$ cat config.mk
export PLATFORM = sky130hd
export DESIGN_NAME = region_mean_acc
export DESIGN_NICKNAME = d
export VERILOG_FILES = /design/src/rtl/region_mean_acc.sv
export SDC_FILE = /design/constraint.sdc
export NUM_CORES = 1
export LEC_CHECK = 0
export ABC_AREA = 1
export BUFFER_PORTS_ARGS = -buffer_cell sky130_fd_sc_hd__buf_2
export CORE_MARGIN = 1.5
export CORE_UTILIZATION = 60
export CTS_BUF_LIST = sky130_fd_sc_hd__clkbuf_16
export DETAILED_ROUTE_END_ITERATION = 10
export PLACE_DENSITY_LB_ADDON = 0.25
export SLEW_MARGIN = 10
export SYNTH_ARGS = -nofsm -noshare
export SYNTH_HDL_FRONTEND = slang
export SYNTH_SLANG_ARGS = --single-unit
$ cat constraint.sdc
create_clock -name clk -period 6 [get_ports clk]
set_input_delay 1.2 -clock clk [delete_from_list [all_inputs] [get_ports clk]]
set_output_delay 1.2 -clock clk [all_outputs]
set_load 0.02 [all_outputs]
$ cat src/rtl/region_mean_acc.sv
// rtl/region_mean_acc.sv - per-window RGB region accumulator driving a shared divider for channel means
//
// Purpose:
//   Accumulates the R/G/B sums and the pixel count of qualifying region pixels
//   between frame_start and frame_end. It then runs three sequential divisions
//   on an external divider, in the order R, G, B, and publishes the three means
//   together with a one-cycle mean_valid pulse.
//
// Ports:
//   clk, rst                   rising-edge clock, synchronous active-high reset
//   frame_start, frame_end     window open / close pulses
//   pix_valid, pix_in_region   pixel qualifiers (both high = accumulate)
//   pix_r, pix_g, pix_b        pixel channels, PIX_W bits each
//   div_en, div_a, div_b       divider request pulse, dividend (channel sum), divisor (count)
//   div_done, div_q            divider completion (held >= 2 cycles), quotient
//   mean_r, mean_g, mean_b     published region means, stable between mean_valid pulses
//   mean_valid                 one-cycle pulse when the means update
//   region_empty               last window had no region pixels
//   busy                       high whenever the block is not idle

module region_mean_acc #(
  parameter int PIX_W = 8,
  parameter int SUM_W = 32
) (
  input  logic             clk,
  input  logic             rst,
  input  logic             frame_start,
  input  logic             frame_end,
  input  logic             pix_valid,
  input  logic             pix_in_region,
  input  logic [PIX_W-1:0] pix_r,
  input  logic [PIX_W-1:0] pix_g,
  input  logic [PIX_W-1:0] pix_b,
  output logic             div_en,
  output logic [SUM_W-1:0] div_a,
  output logic [SUM_W-1:0] div_b,
  input  logic             div_done,
  input  logic [SUM_W-1:0] div_q,
  output logic [PIX_W-1:0] mean_r,
  output logic [PIX_W-1:0] mean_g,
  output logic [PIX_W-1:0] mean_b,
  output logic             mean_valid,
  output logic             region_empty,
  output logic             busy
);

  typedef enum logic [2:0] {
    S_IDLE,
    S_ACC,
    S_ISSUE,
    S_WAIT,
    S_RELEASE,
    S_OUT
  } state_t;

  localparam logic [SUM_W-1:0] CNT_ONE = {{(SUM_W-1){1'b0}}, 1'b1};

  state_t state;
  state_t state_nxt;

  logic [SUM_W-1:0] sum_r;
  logic [SUM_W-1:0] sum_g;
  logic [SUM_W-1:0] sum_b;
  logic [SUM_W-1:0] count;
  logic [SUM_W-1:0] sum_r_nxt;
  logic [SUM_W-1:0] sum_g_nxt;
  logic [SUM_W-1:0] sum_b_nxt;
  logic [SUM_W-1:0] count_nxt;
  logic [SUM_W-1:0] base_r;
  logic [SUM_W-1:0] base_g;
  logic [SUM_W-1:0] base_b;
  logic [SUM_W-1:0] base_cnt;

  logic [1:0]       ch;
  logic             done_prev;
  logic             done_rise;
  logic [PIX_W-1:0] q_sat;
  logic [PIX_W-1:0] shadow_r;
  logic [PIX_W-1:0] shadow_g;
  logic [PIX_W-1:0] shadow_b;

  logic hit;
  logic win_open;
  logic acc_en;

  // Add a pixel channel to a running sum, sticking at all-ones instead of wrapping.
  function automatic logic [SUM_W-1:0] sat_add(input logic [SUM_W-1:0] s,
                                               input logic [PIX_W-1:0] p);
    logic [SUM_W:0] t;
    t = {1'b0, s} + {{(SUM_W+1-PIX_W){1'b0}}, p};
    return t[SUM_W] ? {SUM_W{1'b1}} : t[SUM_W-1:0];
  endfunction

  assign hit      = pix_valid & pix_in_region;
  // A frame_start in ACC restarts the window exactly like one in IDLE.
  assign win_open = frame_start & ((state == S_IDLE) | (state == S_ACC));
  assign acc_en   = win_open | (state == S_ACC);

  assign done_rise = div_done & ~done_prev;
  assign q_sat     = (div_q[SUM_W-1:PIX_W] != '0) ? {PIX_W{1'b1}} : div_q[PIX_W-1:0];

  assign busy  = (state != S_IDLE);
  assign div_b = count;

  // Sums are frozen outside ACC, so the operand mux stays stable until the
  // matching result is accepted; it only moves when the channel index advances.
  always_comb begin
    div_a = sum_b;
    case (ch)
      2'd0:    div_a = sum_r;
      2'd1:    div_a = sum_g;
      default: div_a = sum_b;
    endcase
  end

  // Next accumulator values, including the pixel presented on the same cycle
  // as frame_start (after clearing) or frame_end.
  always_comb begin
    base_r    = win_open ? '0 : sum_r;
    base_g    = win_open ? '0 : sum_g;
    base_b    = win_open ? '0 : sum_b;
    base_cnt  = win_open ? '0 : count;
    sum_r_nxt = base_r;
    sum_g_nxt = base_g;
    sum_b_nxt = base_b;
    count_nxt = base_cnt;
    if (hit) begin
      sum_r_nxt = sat_add(base_r, pix_r);
      sum_g_nxt = sat_add(base_g, pix_g);
      sum_b_nxt = sat_add(base_b, pix_b);
      count_nxt = (base_cnt == {SUM_W{1'b1}}) ? base_cnt : base_cnt + CNT_ONE;
    end
  end

  always_ff @(posedge clk) begin
    if (rst) begin
      state <= S_IDLE;
    end else begin
      state <= state_nxt;
    end
  end

  always_comb begin
    state_nxt = state;
    div_en    = 1'b0;
    case (state)
      S_IDLE: begin
        if (frame_start) begin
          state_nxt = S_ACC;
        end
      end
      S_ACC: begin
        // A restart on the same cycle keeps the window open.
        if (!frame_start && frame_end) begin
          state_nxt = (count_nxt != '0) ? S_ISSUE : S_OUT;
        end
      end
      S_ISSUE: begin
        // Hold off the request while the divider still shows a done level.
        if (!div_done) begin
          div_en    = 1'b1;
          state_nxt = S_WAIT;
        end
      end
      S_WAIT: begin
        if (done_rise) begin
          state_nxt = S_RELEASE;
        end
      end
      S_RELEASE: begin
        if (!div_done) begin
          state_nxt = (ch == 2'd2) ? S_OUT : S_ISSUE;
        end
      end
      S_OUT: begin
        state_nxt = S_IDLE;
      end
      default: begin
        state_nxt = S_IDLE;
      end
    endcase
  end

  always_ff @(posedge clk) begin
    if (rst) begin
      sum_r        <= '0;
      sum_g        <= '0;
      sum_b        <= '0;
      count        <= '0;
      ch           <= 2'd0;
      done_prev    <= 1'b0;
      shadow_r     <= '0;
      shadow_g     <= '0;
      shadow_b     <= '0;
      mean_r       <= '0;
      mean_g       <= '0;
      mean_b       <= '0;
      mean_valid   <= 1'b0;
      region_empty <= 1'b0;
    end else begin
      done_prev  <= div_done;
      mean_valid <= 1'b0;

      if (acc_en) begin
        sum_r <= sum_r_nxt;
        sum_g <= sum_g_nxt;
        sum_b <= sum_b_nxt;
        count <= count_nxt;
      end

      if (win_open) begin
        ch <= 2'd0;
      end

      case (state)
        S_WAIT: begin
          // Results land in shadow registers so the published means only
          // change together in OUT.
          if (done_rise) begin
            case (ch)
              2'd0:    shadow_r <= q_sat;
              2'd1:    shadow_g <= q_sat;
              default: shadow_b <= q_sat;
            endcase
          end
        end
        S_RELEASE: begin
          if (!div_done) begin
            ch <= (ch == 2'd2) ? 2'd0 : ch + 2'd1;
          end
        end
        S_OUT: begin
          mean_valid   <= 1'b1;
          region_empty <= (count == '0);
          if (count == '0) begin
            mean_r <= '0;
            mean_g <= '0;
            mean_b <= '0;
          end else begin
            mean_r <= shadow_r;
            mean_g <= shadow_g;
            mean_b <= shadow_b;
          end
        end
        default: begin
        end
      endcase
    end
  end

endmodule
==> out/results.md, run 1 <==
| Metric | Value | Unit |
|:---|:---|:---|
| Count of port buffers added during placement | 154 | - |
| Required time reported for the critical path endpoint | 6370 | ps |
| Crit path from | frame_start | - |
| CTS Hold Bufs | 0 | - |
| Vert. Die Dim | 148.6 | um |
| Remaining Overflow, GRT | 0 | - |
| Most frequent cells in the layout | 446 x sky130_fd_sc_hd__nand2_1, 300 x sky130_fd_sc_hd__inv_1, 259 x sky130_fd_sc_hd__nor2_1 | - |
| Startpoint of the lowest-slack register-to-register path | state[2]$_SDFFE_PP0P_ | - |
| Total global-route track usage | 0.3496 | - |
| Via count of the first global-routing pass | 12.67k | - |
| Cell Rows | 53 | - |
| Data arrival at the endpoint of the critical path | 4930 | ps |
| Transition time at the pin with the least slew margin | 1057 | ps |
| Placed wire-length estimate after detailed placement | 27590 | um |
| Count of flip-flops with a built-in enable after synthesis | 0 | - |
| Worst hold path startpoint | mean_b[0]$_SDFFE_PP0P_ | - |
| CTS clk-pin slew, worst paths | 90 | ps |
| Normalized max-slew margin | 0.2932 | - |
| Core ar. | 0.02089 | mm^2 |
| Max-slew violation count | 0 | - |
| Maximum level of the CTS H-tree | 4 | - |
| Post-synth ARST share | 0 | - |
| Clock tree root driver cell | sky130_fd_sc_hd__clkbuf_16 | - |
| Number of warning messages in the yosys log | 0 | - |
| Later-pin clock latency in the skew report | 460 | ps |
| Total length of routed wires | 38930 | um |
| First-pass GRT wire length | 62550 | um |
| # DRC | 0 | - |
| Final standard cell count with taps included and fillers excluded | 2419 | - |
| Max FO, Critical Path | 35 | - |
| Net count of the finished layout | 2222 | - |
| Total net switching power | 2.354 | mW |
| Final Hold Fails | 0 | - |
| Top-Level Pins | 155 | - |
| Maximum capacitance violations | 0 | - |
| CTS tree | built | - |
| Commonest register cell after synthesis | sky130_fd_sc_hd__dfxtp_1 | - |
| DR vias | 14.13k | - |
| Total clock buffers created by CTS | 17 | - |
| Count of TritonRoute iterations in the first routing pass | 6 | - |
| Combinational group share of total power | 0.419 | - |
| Max Root-Sink Buffers | 2 | - |
| Switching Share | 0.4669 | - |
| Run status | finished, final reports clean | - |
| Area contributors post-synth | sky130_fd_sc_hd__dfxtp_1 29%, sky130_fd_sc_hd__nand2_1 13%, sky130_fd_sc_hd__inv_1 8.9% | - |
| Largest net degree at the start of global routing | 78 | - |
| Max Clock Skew | 15.77 | ps |
| Net count after synthesis | 2124 | - |
| Starting utilization of the core area | 0.6090 | - |
| FMAX | 219.5 | MHz |
| Most common cell after layout, fill and taps aside | sky130_fd_sc_hd__nand2_1 | - |
| Worst IR Drop VDD | 0.2274 | mV |
| Antenna cell count | 0 | - |
| Fin crit period | 4556 | ps |
| Crit path capture type | flop | - |
| Nature of the critical path startpoint | input port | - |
| Seq/Total Area, Yosys | 0.2896 | - |
| Unrepaired setup endpoints after global routing | no | - |
| Fraction of synthesized cell area taken by the top area cell type | 0.2896 | - |
| Number of different library cells in the post-synthesis netlist | 50 | - |
| Setup CP Type | input port to flop | - |
| Post-synthesis instance area | 0.01272 | mm^2 |
| Number of instances in the placed design | 2387 | - |
| Power share of the sequential group | 0.338 | - |
| Hold Path Class | flop to flop | - |
| Power Density | 354.6 | mW/mm^2 |
| Static leakage | 6.371 | nW |
| Antenna violations before repair | 0 | - |
| Die span in x | 148.6 | um |
| Die area | 0.02208 | mm^2 |
| Per-cell routed wire length | 16.09 | um |
| Biggest area consumer among synthesized cells | sky130_fd_sc_hd__dfxtp_1 | - |
| Internal Power | 2.688 | mW |
| Layout cells sized above 1 | 0.1199 | - |
| Tcrit/Tclk final | 0.7593 | - |
| Area added between synthesis and finish | 11.77 | % |
| Mean number of vias per cell | 5.842 | - |
| RD Place Congestion | 0.9776 | - |
| Clock sink count | 184 | - |
| Mapped Cells | 2033 | - |
| Count of instances resized after the clock tree is built | 0 | - |
| Clock network fraction of design power | 0.243 | - |
| Register bit count reported by yosys | 184 | - |
| Sum of negative setup slack | 0 | ps |
| Setup violation total in the final timing report | 0 | - |
| Antenna-violating nets left | 0 | - |
| Average cell area after synthesis | 6.257 | um^2 |
| Iter 0 DRT Violations | 1360 | - |
| Postcts setup bufs | 0 | - |
synthesized netlist by cell type, types with 6 or more instances:
library cell and instances:
sky130_fd_sc_hd__a21oi_1 134, sky130_fd_sc_hd__a22oi_1 10, sky130_fd_sc_hd__buf_1 6, sky130_fd_sc_hd__buf_2 19, sky130_fd_sc_hd__buf_6 6, sky130_fd_sc_hd__clkbuf_1 63, sky130_fd_sc_hd__dfxtp_1 184, sky130_fd_sc_hd__ha_1 25
sky130_fd_sc_hd__inv_1 301, sky130_fd_sc_hd__inv_2 15, sky130_fd_sc_hd__nand2_1 447, sky130_fd_sc_hd__nand3_1 115, sky130_fd_sc_hd__nand3b_1 10, sky130_fd_sc_hd__nand4_1 32, sky130_fd_sc_hd__nor2_1 260, sky130_fd_sc_hd__nor2_2 9
sky130_fd_sc_hd__nor3_1 38, sky130_fd_sc_hd__nor4_1 29, sky130_fd_sc_hd__o211ai_1 34, sky130_fd_sc_hd__o21ai_0 99, sky130_fd_sc_hd__o221ai_1 58, sky130_fd_sc_hd__o22ai_1 15, sky130_fd_sc_hd__xnor2_1 13, sky130_fd_sc_hd__xor2_1 51
power groups by stage:
| stage | Combinational, mW | Clock, mW | Sequential [mW] |
|---|---|---|---|
| floorplan | 1.51 | 0 | 1.67 |
| global placement | 2.02 | 0 | 1.71 |
| detailed placement | 2.05 | 0 | 1.72 |
| CTS | 2.07 | 1.23 | 1.69 |
| global route | 2.32 | 1.28 | 1.73 |
| finish | 2.11 | 1.23 | 1.70 |
layout make-up:
class                   count  area, um^2
clock buffers              17       425.4
multi-input cells        1437        7433
flip-flops and latches    184        3684
well taps                 275       344.1
fillers                  1914        6670
repair buffers            174       920.9
clock inverters            15       220.2
inverters                 317        1191
critical path, stage by stage:
cell and delay, ps:
sky130_fd_sc_hd__buf_2 120, sky130_fd_sc_hd__nand2_4 70, sky130_fd_sc_hd__inv_2 270, sky130_fd_sc_hd__nor2_1 410, sky130_fd_sc_hd__ha_1 320, sky130_fd_sc_hd__nand4_1 170
sky130_fd_sc_hd__nor2_2 170, sky130_fd_sc_hd__nand2_1 90, sky130_fd_sc_hd__nor2_1 160, sky130_fd_sc_hd__nand3_2 530, sky130_fd_sc_hd__nand2_1 270, sky130_fd_sc_hd__nand2_1 70
sky130_fd_sc_hd__nand2_1 90, sky130_fd_sc_hd__nand2_1 60, sky130_fd_sc_hd__nor2_1 100, sky130_fd_sc_hd__nand2_1 50, sky130_fd_sc_hd__nor2_1 290, sky130_fd_sc_hd__nand4_1 180
sky130_fd_sc_hd__nand2_1 90, sky130_fd_sc_hd__nand2_1 50, sky130_fd_sc_hd__a21oi_1 120
metrics by stage:
step	power, mW	area (um^2)	hold WS, ps	setup slack [ps]	utilization
floorplan	3.184	12720	437.5	1432	-
global route	5.331	14220	477.6	1119	0.6807
detailed placement	3.772	13570	451.7	1082	0.6498
global placement	3.735	13570	446.6	1242	0.6498
CTS	4.995	14220	463.7	1541	0.6807
finish	5.042	14220	464.3	1444	0.6807
registers in the layout, indices dropped and copies added, names as in the netlist:
register	count
state	3
shadow_g	8
shadow_b	8
mean_r	8
sum_r	32
sum_g	32
region_empty	1
ch	2
done_prev	1
div_b	32
mean_valid	1
shadow_r	8
mean_g	8
sum_b	32
mean_b	8
final timing paths:
path,endpoint,slack [ps],cells after the start
setup reg to reg,state[2]$_SDFFE_PP0P_,1790,21
hold reg to reg,mean_b[0]$_SDFFE_PP0P_,460,2
hold / removal,mean_b[0]$_SDFFE_PP0P_,460,2
setup / recovery,state[2]$_SDFFE_PP0P_,1440,21
kinds of logic (layout without fill, tap and decap cells):
family / Yosys count / count (layout) / synth area share
AO/OA/AOI/OAI: 377 / 377 / 0.1817
flip-flops: 184 / 184 / 0.2896
AND/OR/NAND/NOR: 968 / 968 / 0.3281
adder cells (fa/ha/maj): 28 / 28 / 0.02931
buffers and inverters: 412 / 523 / 0.1273
XOR/XNOR: 64 / 64 / 0.04406
layer usage:
layer | global-route usage | part of all wire | vias up
li1 | - | - | 6869
met1 | 0.4909 | 0.44 | 6493
met2 | 0.5707 | 0.45 | 708
met3 | 0.04816 | 0.092 | 61
met4 | 0.07624 | 0.015 | 0
met5 | 0 | 0 | -
No activity file was read; power rests on OpenSTA's default activity.
==> inputs of run 2 (changes only) <==
--- a/config.mk
+++ b/config.mk
@@ -5,10 +5,10 @@
 export SDC_FILE = /design/constraint.sdc
 export NUM_CORES = 1
 export LEC_CHECK = 0
-export ABC_AREA = 1
+export ABC_AREA = 0
 export BUFFER_PORTS_ARGS = -buffer_cell sky130_fd_sc_hd__buf_2
 export CORE_MARGIN = 1.5
-export CORE_UTILIZATION = 60
+export CORE_UTILIZATION = 53
 export CTS_BUF_LIST = sky130_fd_sc_hd__clkbuf_16
 export DETAILED_ROUTE_END_ITERATION = 10
 export PLACE_DENSITY_LB_ADDON = 0.25
==> constraint.sdc (replaced) <==
create_clock -name clk -period 4.1 [get_ports clk]
set_input_delay 0.82 -clock clk [delete_from_list [all_inputs] [get_ports clk]]
set_output_delay 0.82 -clock clk [all_outputs]
set_load 0.02 [all_outputs]
==> run 2 against run 1 <==
  * Worst setup slack got worse by 1200 ps
  * Utilization decreased by 4.9 points
  * Synthesized cell count decreased by 27%
  * Sequential cell count did not move
  * Via count shrank 15%
  * Final area fell by 7.3%
  * Clock power rose by 39%
  * Area after synthesis is 12% lower
  * Cell count shrank 21%
  * Combinational power down 39%
  * First-iteration DRC count is 8.4% higher
  * Register-to-register slack got worse by 1500 ps
  * Largest cell class unchanged
  * Highest routed layer unchanged
==> out/results.md, run 2 <==
| Metric | Value | Unit |
|:---|:---|:---|
| Maximum capacitance violations | 0 | - |
| Unrepaired setup endpoints after global routing | yes | - |
| Via count of the first global-routing pass | 10.87k | - |
| Largest net degree at the start of global routing | 83 | - |
| Max-slew violation count | 0 | - |
| Seq/Total Area, Yosys | 0.3284 | - |
| Die area | 0.02204 | mm^2 |
| Cell with the most instances after synthesis | sky130_fd_sc_hd__nor2_1 | - |
| Run status | finished, final reports clean | - |
| Fin area | 0.01319 | mm^2 |
| Count of TritonRoute iterations in the first routing pass | 6 | - |
| Antenna violations before repair | 0 | - |
| Clock tree root driver cell | sky130_fd_sc_hd__clkbuf_16 | - |
| Most common cell after layout, fill and taps aside | sky130_fd_sc_hd__nor2_1 | - |
| Total clock buffers created by CTS | 17 | - |
| CTS clk-pin slew, worst paths | 70 | ps |
| Most frequent cells in the layout | 191 x sky130_fd_sc_hd__nor2_1, 182 x sky130_fd_sc_hd__dfxtp_1, 153 x sky130_fd_sc_hd__buf_2 | - |
| Max FO, Critical Path | 12 | - |
| Mapped Cells | 1480 | - |
| Sum of internal, switching and leakage power | 4.955 | mW |
| Ordered list of cells on the worst path | buf_2, or3b_2, buf_4, and2_1, ha_1, inv_1, fa_1, nor2b_1, o21ai_0, a21oi_1, o21a_1, o211ai_1, nor3_2, a41o_1, a21oi_1, nor3_1 | - |
| Layout cells sized above 1 | 0.1905 | - |
| Iter 0 DRT Violations | 1474 | - |
| Post-synth ARST share | 0 | - |
| Antenna-violating nets left | 0 | - |
| Top-Level Pins | 155 | - |
| Count of port buffers added during placement | 154 | - |
| Fin crit period | 3881 | ps |
| Static leakage | 5.077 | nW |
| Placed wire-length estimate after detailed placement | 25820 | um |
| Remaining Overflow, GRT | 0 | - |
| Cell Rows | 53 | - |
| Number of different library cells in the post-synthesis netlist | 74 | - |
| Crit path capture type | flop | - |
| FMAX | 257.6 | MHz |
| Antenna cell count | 0 | - |
| Per-cell routed wire length | 19.01 | um |
| Setup CP Type | input port to flop | - |
| Post-Route Utilization | 0.6313 | - |
| Wire length on met2 | 16040 | um |
| Total length of routed wires | 36380 | um |
| Mean number of vias per cell | 6.293 | - |
| Normalized max-slew margin | 0.2174 | - |
| Layout filler cell count | 1835 | - |
| Max Root-Sink Buffers | 2 | - |
| Hold Path Class | flop to flop | - |
| Met3 routed wirelength | 3227 | um |
| Uppermost layer routed | met4 | - |
| Met1 layer wirelength in the final routing | 15800 | um |
| Sum of negative setup slack | 0 | ps |
| Total global-route track usage | 0.3245 | - |
| Power Density | 375.7 | mW/mm^2 |
| Net count after synthesis | 1571 | - |
| Cell count along the critical path | 16 | - |
| CTS tree | built | - |
| Setup violation total in the final timing report | 0 | - |
| Number of warning messages in the yosys log | 0 | - |
| Biggest area consumer among synthesized cells | sky130_fd_sc_hd__dfxtp_1 | - |
| Starting utilization of the core area | 0.5369 | - |
| # DRC | 0 | - |
| Postcts setup bufs | 0 | - |
| Buffers and inverters on the worst path | 3 | - |
| Final Hold Fails | 0 | - |
| Required time reported for the critical path endpoint | 4380 | ps |
| Count of flip-flops with a built-in enable after synthesis | 0 | - |
| Instance count along the most critical hold path | 2 | - |
| Data arrival at the endpoint of the critical path | 4160 | ps |
| Critical Path Max Stage Delay | 600 | ps |
| Transition time at the pin with the least slew margin | 1174 | ps |
| Placement-stage cell area | 0.01255 | mm^2 |
| Post-synthesis instance area | 0.01122 | mm^2 |
| Vert. Die Dim | 148.5 | um |
| Commonest register cell after synthesis | sky130_fd_sc_hd__dfxtp_1 | - |
| Max Clock Skew | 14.02 | ps |
| Tcrit/Tclk final | 0.9467 | - |
| Net count of the finished layout | 1716 | - |
| First-pass GRT wire length | 57110 | um |
| Kind of cell adding the most delay to the critical path | compound AO/OA/AOI/OAI gates | - |
| Register bit count reported by yosys | 184 | - |
| R2R cell count | 15 | - |
| Most prevalent standard cell on the critical path | sky130_fd_sc_hd__a21oi_1 | - |
| Average cell area after synthesis | 7.578 | um^2 |
| Ranking of synthesized cells by instance count | 192 x sky130_fd_sc_hd__nor2_1, 184 x sky130_fd_sc_hd__dfxtp_1, 137 x sky130_fd_sc_hd__nand2_1, 98 x sky130_fd_sc_hd__o21ai_0, 95 x sky130_fd_sc_hd__a21oi_1 | - |
| Fraction of synthesized cell area taken by the top area cell type | 0.3284 | - |
| RD Place Congestion | 0.9780 | - |
| Slowest stage cell, crit path | sky130_fd_sc_hd__or3b_2 | - |
| Area contributors post-synth | sky130_fd_sc_hd__dfxtp_1 33%, sky130_fd_sc_hd__nor2_1 6.4%, sky130_fd_sc_hd__nand2_1 4.6% | - |
| Clock sink count | 184 | - |
| Core ar. | 0.02089 | mm^2 |
| DR vias | 12.04k | - |
| Die span in x | 148.5 | um |
| Later-pin clock latency in the skew report | 450 | ps |
| Worst IR Drop VDD | 0.3003 | mV |
| Maximum level of the CTS H-tree | 4 | - |
| Area added between synthesis and finish | 17.58 | % |
| CTS Hold Bufs | 0 | - |
| Nature of the critical path startpoint | input port | - |
## run 2: cell types whose count changed in the layout (fill, tap and decap cells not counted), moves of 24 or more
| cell | change |
|---|---|
| sky130_fd_sc_hd__nor3_1 | +24 |
| sky130_fd_sc_hd__a211oi_1 | +38 |
| sky130_fd_sc_hd__xor2_1 | -24 |
| sky130_fd_sc_hd__nor2_1 | -68 |
| sky130_fd_sc_hd__inv_1 | -264 |
| sky130_fd_sc_hd__nand3_1 | -55 |
| sky130_fd_sc_hd__and2_1 | +27 |
| sky130_fd_sc_hd__buf_4 | +62 |
| sky130_fd_sc_hd__mux2i_1 | +38 |
| sky130_fd_sc_hd__nand2_1 | -311 |
| sky130_fd_sc_hd__a21oi_1 | -40 |
| sky130_fd_sc_hd__o211ai_1 | -26 |
| sky130_fd_sc_hd__o221ai_1 | -58 |
## run 2: layer usage
metal  vias up  track usage
li1       5700            -
met1      5630       0.4529
met2       605       0.4898
met3       104      0.05982
met4         0       0.1386
met5         -            0
## run 2: worst paths after layout
kind	start	to	slack [ps]
worst max-delay path	frame_start	sum_r[11]$_SDFFE_PP0P_	220
worst min-delay path	sum_g[2]$_SDFFE_PP0P_	sum_g[2]$_SDFFE_PP0P_	470
worst min register to register	sum_g[2]$_SDFFE_PP0P_	sum_g[2]$_SDFFE_PP0P_	470
worst max register to register	state[2]$_SDFFE_PP0P_	sum_r[11]$_SDFFE_PP0P_	340
## run 2: kinds of logic (layout without fill, tap and decap cells)
| family | count (synthesis) | in the layout | share of synthesized area |
|---|---|---|---|
| AO/OA/AOI/OAI | 399 | 399 | 0.2304 |
| XOR/XNOR | 44 | 44 | 0.03436 |
| adder cells (fa/ha/maj) | 28 | 28 | 0.03324 |
| buffers and inverters | 144 | 302 | 0.05332 |
| flip-flops | 184 | 184 | 0.3284 |
| multiplexers | 38 | 38 | 0.03391 |
| AND/OR/NAND/NOR | 643 | 643 | 0.2864 |
## run 2: worst reg2reg max path: cells and delay by family (launching register included)
family          cells  cell delay, ps
compound gates      6            1470
buf+inv             2             300
fa+ha+maj           2             380
simple gates        5            1130
flops               1             320
## run 2: through the flow
step,hold slack (ps),setup WS [ps],instances
4_1_cts,470.5,205.5,1913
5_1_grt,509.7,-41.59,1913
3_5_place_dp,462.5,-259.6,1881
2_1_floorplan,444.4,-255.6,1480
3_3_place_gp,457.6,-120.0,1881
6_report,470.7,218.6,1913
## run 2: power by group
| group | leakage (nW) | internal, mW | switching (mW) |
|---|---|---|---|
| registers | 1.49 | 1.87 | 0.0906 |
| clock network | 0.302 | 0.878 | 0.835 |
| logic | 3.29 | 0.420 | 0.866 |
| total | 5.08 | 3.16 | 1.79 |
## run 2: layout make-up
class | count | area (um^2) | area share
clock buffers | 17 | 425.4 | 0.03226
clock inverters | 15 | 183.9 | 0.01395
inverters | 35 | 131.4 | 0.009962
multi-input cells | 1152 | 7036 | 0.5335
flip-flops and latches | 184 | 3686 | 0.2795
well taps | 275 | 344.1 | 0.02609
repair buffers | 235 | 1381 | 0.1047
## run 2: timing repair
action,in CTS,in global routing
hold endpoints to repair,0,0
resized for setup,0,4
setup endpoints to repair,0,16
==> inputs of run 3 (changes only) <==
--- a/config.mk
+++ b/config.mk
@@ -11,7 +11,7 @@
 export CORE_UTILIZATION = 53
 export CTS_BUF_LIST = sky130_fd_sc_hd__clkbuf_16
 export DETAILED_ROUTE_END_ITERATION = 10
-export PLACE_DENSITY_LB_ADDON = 0.25
+export PLACE_DENSITY = 0.74
 export SLEW_MARGIN = 10
 export SYNTH_ARGS = -nofsm -noshare
 export SYNTH_HDL_FRONTEND = slang
==> run 3 against run 2 <==
  * Register-to-register slack better by 70 ps
  * Critical path depth stayed put
  * Sequential power hardly changed
  * Combinational power hardly changed
  * Critical path type unchanged
  * Largest cell class unchanged
  * Largest power group unchanged
==> out/results.md, run 3 (same netlist as run 2, synthesis figures left out) <==
| Metric | Value | Unit |
|:---|:---|:---|
| Antenna cell count | 0 | - |
| Total clock buffers created by CTS | 17 | - |
| Total global-route track usage | 0.3235 | - |
| Combinational group share of total power | 0.257 | - |
| Fin area | 0.01329 | mm^2 |
| Vert. Die Dim | 148.5 | um |
| Number of instances in the placed design | 1888 | - |
| Count of instances resized after the clock tree is built | 0 | - |
| Crit path capture type | flop | - |
| Placement-stage cell area | 0.01263 | mm^2 |
| Setup CP Type | input port to flop | - |
| Per-cell routed wire length | 18.72 | um |
| Placed wire-length estimate after detailed placement | 25600 | um |
| Final standard cell count with taps included and fillers excluded | 1920 | - |
| Maximum capacitance violations | 0 | - |
| Core ar. | 0.02089 | mm^2 |
| # DRC | 0 | - |
| Unrepaired setup endpoints after global routing | no | - |
| Normalized max-slew margin | 0.1810 | - |
| Mean number of vias per cell | 6.267 | - |
| Power Density | 379.1 | mW/mm^2 |
| Maximum level of the CTS H-tree | 4 | - |
| Uppermost layer routed | met4 | - |
| Final Hold Fails | 0 | - |
| Slowest stage cell, crit path | sky130_fd_sc_hd__or3b_2 | - |
| Antenna violations before repair | 0 | - |
| CTS tree | built | - |
| Total length of routed wires | 35940 | um |
| Net count of the finished layout | 1723 | - |
| Data arrival at the endpoint of the critical path | 4170 | ps |
| Largest net degree at the start of global routing | 72 | - |
| Total net switching power | 1.869 | mW |
| Setup violation total in the final timing report | 0 | - |
| Clock sink count | 184 | - |
| Most prevalent standard cell on the critical path | sky130_fd_sc_hd__o21ai_0 | - |
| Count of TritonRoute iterations in the first routing pass | 5 | - |
| Sum of negative setup slack | 0 | ps |
| Layout cells sized above 1 | 0.1933 | - |
| Postcts setup bufs | 0 | - |
| Worst Setup Slack post-DPL | -138.8 | ps |
| Via count of the first global-routing pass | 10.97k | - |
| Met3 routed wirelength | 3203 | um |
| CTS Hold Bufs | 0 | - |
| Layout filler cell count | 1880 | - |
| Nature of the critical path startpoint | input port | - |
| Most common cell after layout, fill and taps aside | sky130_fd_sc_hd__nor2_1 | - |
| Worst hold margin | 483.9 | ps |
| Run status | finished, final reports clean | - |
| Static leakage | 5.132 | nW |
| Power share of the sequential group | 0.389 | - |
| Max Root-Sink Buffers | 2 | - |
| Remaining Overflow, GRT | 0 | - |
| Die span in x | 148.5 | um |
| RD Place Congestion | 0.9532 | - |
| Worst IR Drop VDD | 0.2793 | mV |
| Count of port buffers added during placement | 154 | - |
| Max-slew violation count | 0 | - |
| Area added between synthesis and finish | 18.47 | % |
| First-pass GRT wire length | 57210 | um |
| Top-Level Pins | 155 | - |
| Hold Path Class | flop to flop | - |
| Post-route setup slack | 269.4 | ps |
| CTS clk-pin slew, worst paths | 80 | ps |
| Sum of internal, switching and leakage power | 5.037 | mW |
| Kind of cell adding the most delay to the critical path | simple AND/OR/NAND/NOR gates | - |
| DR vias | 12.03k | - |
| Iter 0 DRT Violations | 1481 | - |
| Post-Route Utilization | 0.6361 | - |
| Transition time at the pin with the least slew margin | 1228 | ps |
| Met1 layer wirelength in the final routing | 15590 | um |
| Clock tree root driver cell | sky130_fd_sc_hd__clkbuf_16 | - |
| Tcrit/Tclk final | 0.9343 | - |
| Later-pin clock latency in the skew report | 450 | ps |
| Cell Rows | 53 | - |
| Starting utilization of the core area | 0.5369 | - |
| Most frequent cells in the layout | 191 x sky130_fd_sc_hd__nor2_1, 182 x sky130_fd_sc_hd__dfxtp_1, 153 x sky130_fd_sc_hd__buf_2 | - |
| Switching Share | 0.3711 | - |
| Fin crit period | 3831 | ps |
| Critical Path Max Stage Delay | 520 | ps |
| Ordered list of cells on the worst path | buf_2, or3b_2, buf_12, nand2_1, inv_1, ha_1, a21o_1, a21oi_1, o21ai_0, a2111oi_0, buf_4, o41ai_2, nand3b_1, or2_2, o21ai_0, nor2_1 | - |
| FMAX | 261.1 | MHz |
| Max FO, Critical Path | 19 | - |
| Max Clock Skew | 14.94 | ps |
| Internal Power | 3.168 | mW |
| Antenna-violating nets left | 0 | - |
| Wire length on met2 | 16160 | um |
| Buffers and inverters on the worst path | 4 | - |
| Required time reported for the critical path endpoint | 4440 | ps |
| Die area | 0.02204 | mm^2 |
| Clock network fraction of design power | 0.354 | - |
run 3: changes by cell type in the layout (fill, tap and decap cells not counted), sizes merged:
cell,change
buf,+7
clkinv,+1
bufinv,-1
run 3: tightest hold or removal path: stages (launching register included):
cell and delay, ps:
sky130_fd_sc_hd__dfxtp_1 330, sky130_fd_sc_hd__nand2_1 60, sky130_fd_sc_hd__a21oi_1 50
run 3: worst paths after layout:
path | start | end | slack [ps] | depth (start not counted)
worst min register to register | sum_g[2]$_SDFFE_PP0P_ | sum_g[2]$_SDFFE_PP0P_ | 480 | 2
worst max-delay path | frame_start | sum_b[29]$_SDFFE_PP0P_ | 270 | 16
worst min-delay path | sum_g[2]$_SDFFE_PP0P_ | sum_g[2]$_SDFFE_PP0P_ | 480 | 2
worst max register to register | state[2]$_SDFFE_PP0P_ | sum_b[29]$_SDFFE_PP0P_ | 410 | 15
run 3: metal layers:
metal / vias up / global-route usage
met3: 77 / 0.04939
met1: 5599 / 0.4554
met2: 629 / 0.4977
met5: - / 0
met4: 0 / 0.1252
li1: 5727 / -
run 3: power groups by stage:
stage	sequential (mW)	combinational (mW)	clock, mW
after floorplan	1.96	0.833	0
after global placement	2.00	1.23	0
after detailed placement	2.00	1.26	0
after CTS	1.96	1.26	1.79
after global routing	1.97	1.40	1.86
final	1.96	1.30	1.78
run 3: cell type report:
class / count / area, um^2 / area share
multi-input cells: 1152 / 7017 / 0.5281
flip-flops and latches: 184 / 3686 / 0.2774
repair buffers: 242 / 1459 / 0.1098
clock buffers: 17 / 425.4 / 0.03202
well taps: 275 / 344.1 / 0.02589
clock inverters: 15 / 225.2 / 0.01695
inverters: 35 / 131.4 / 0.009887
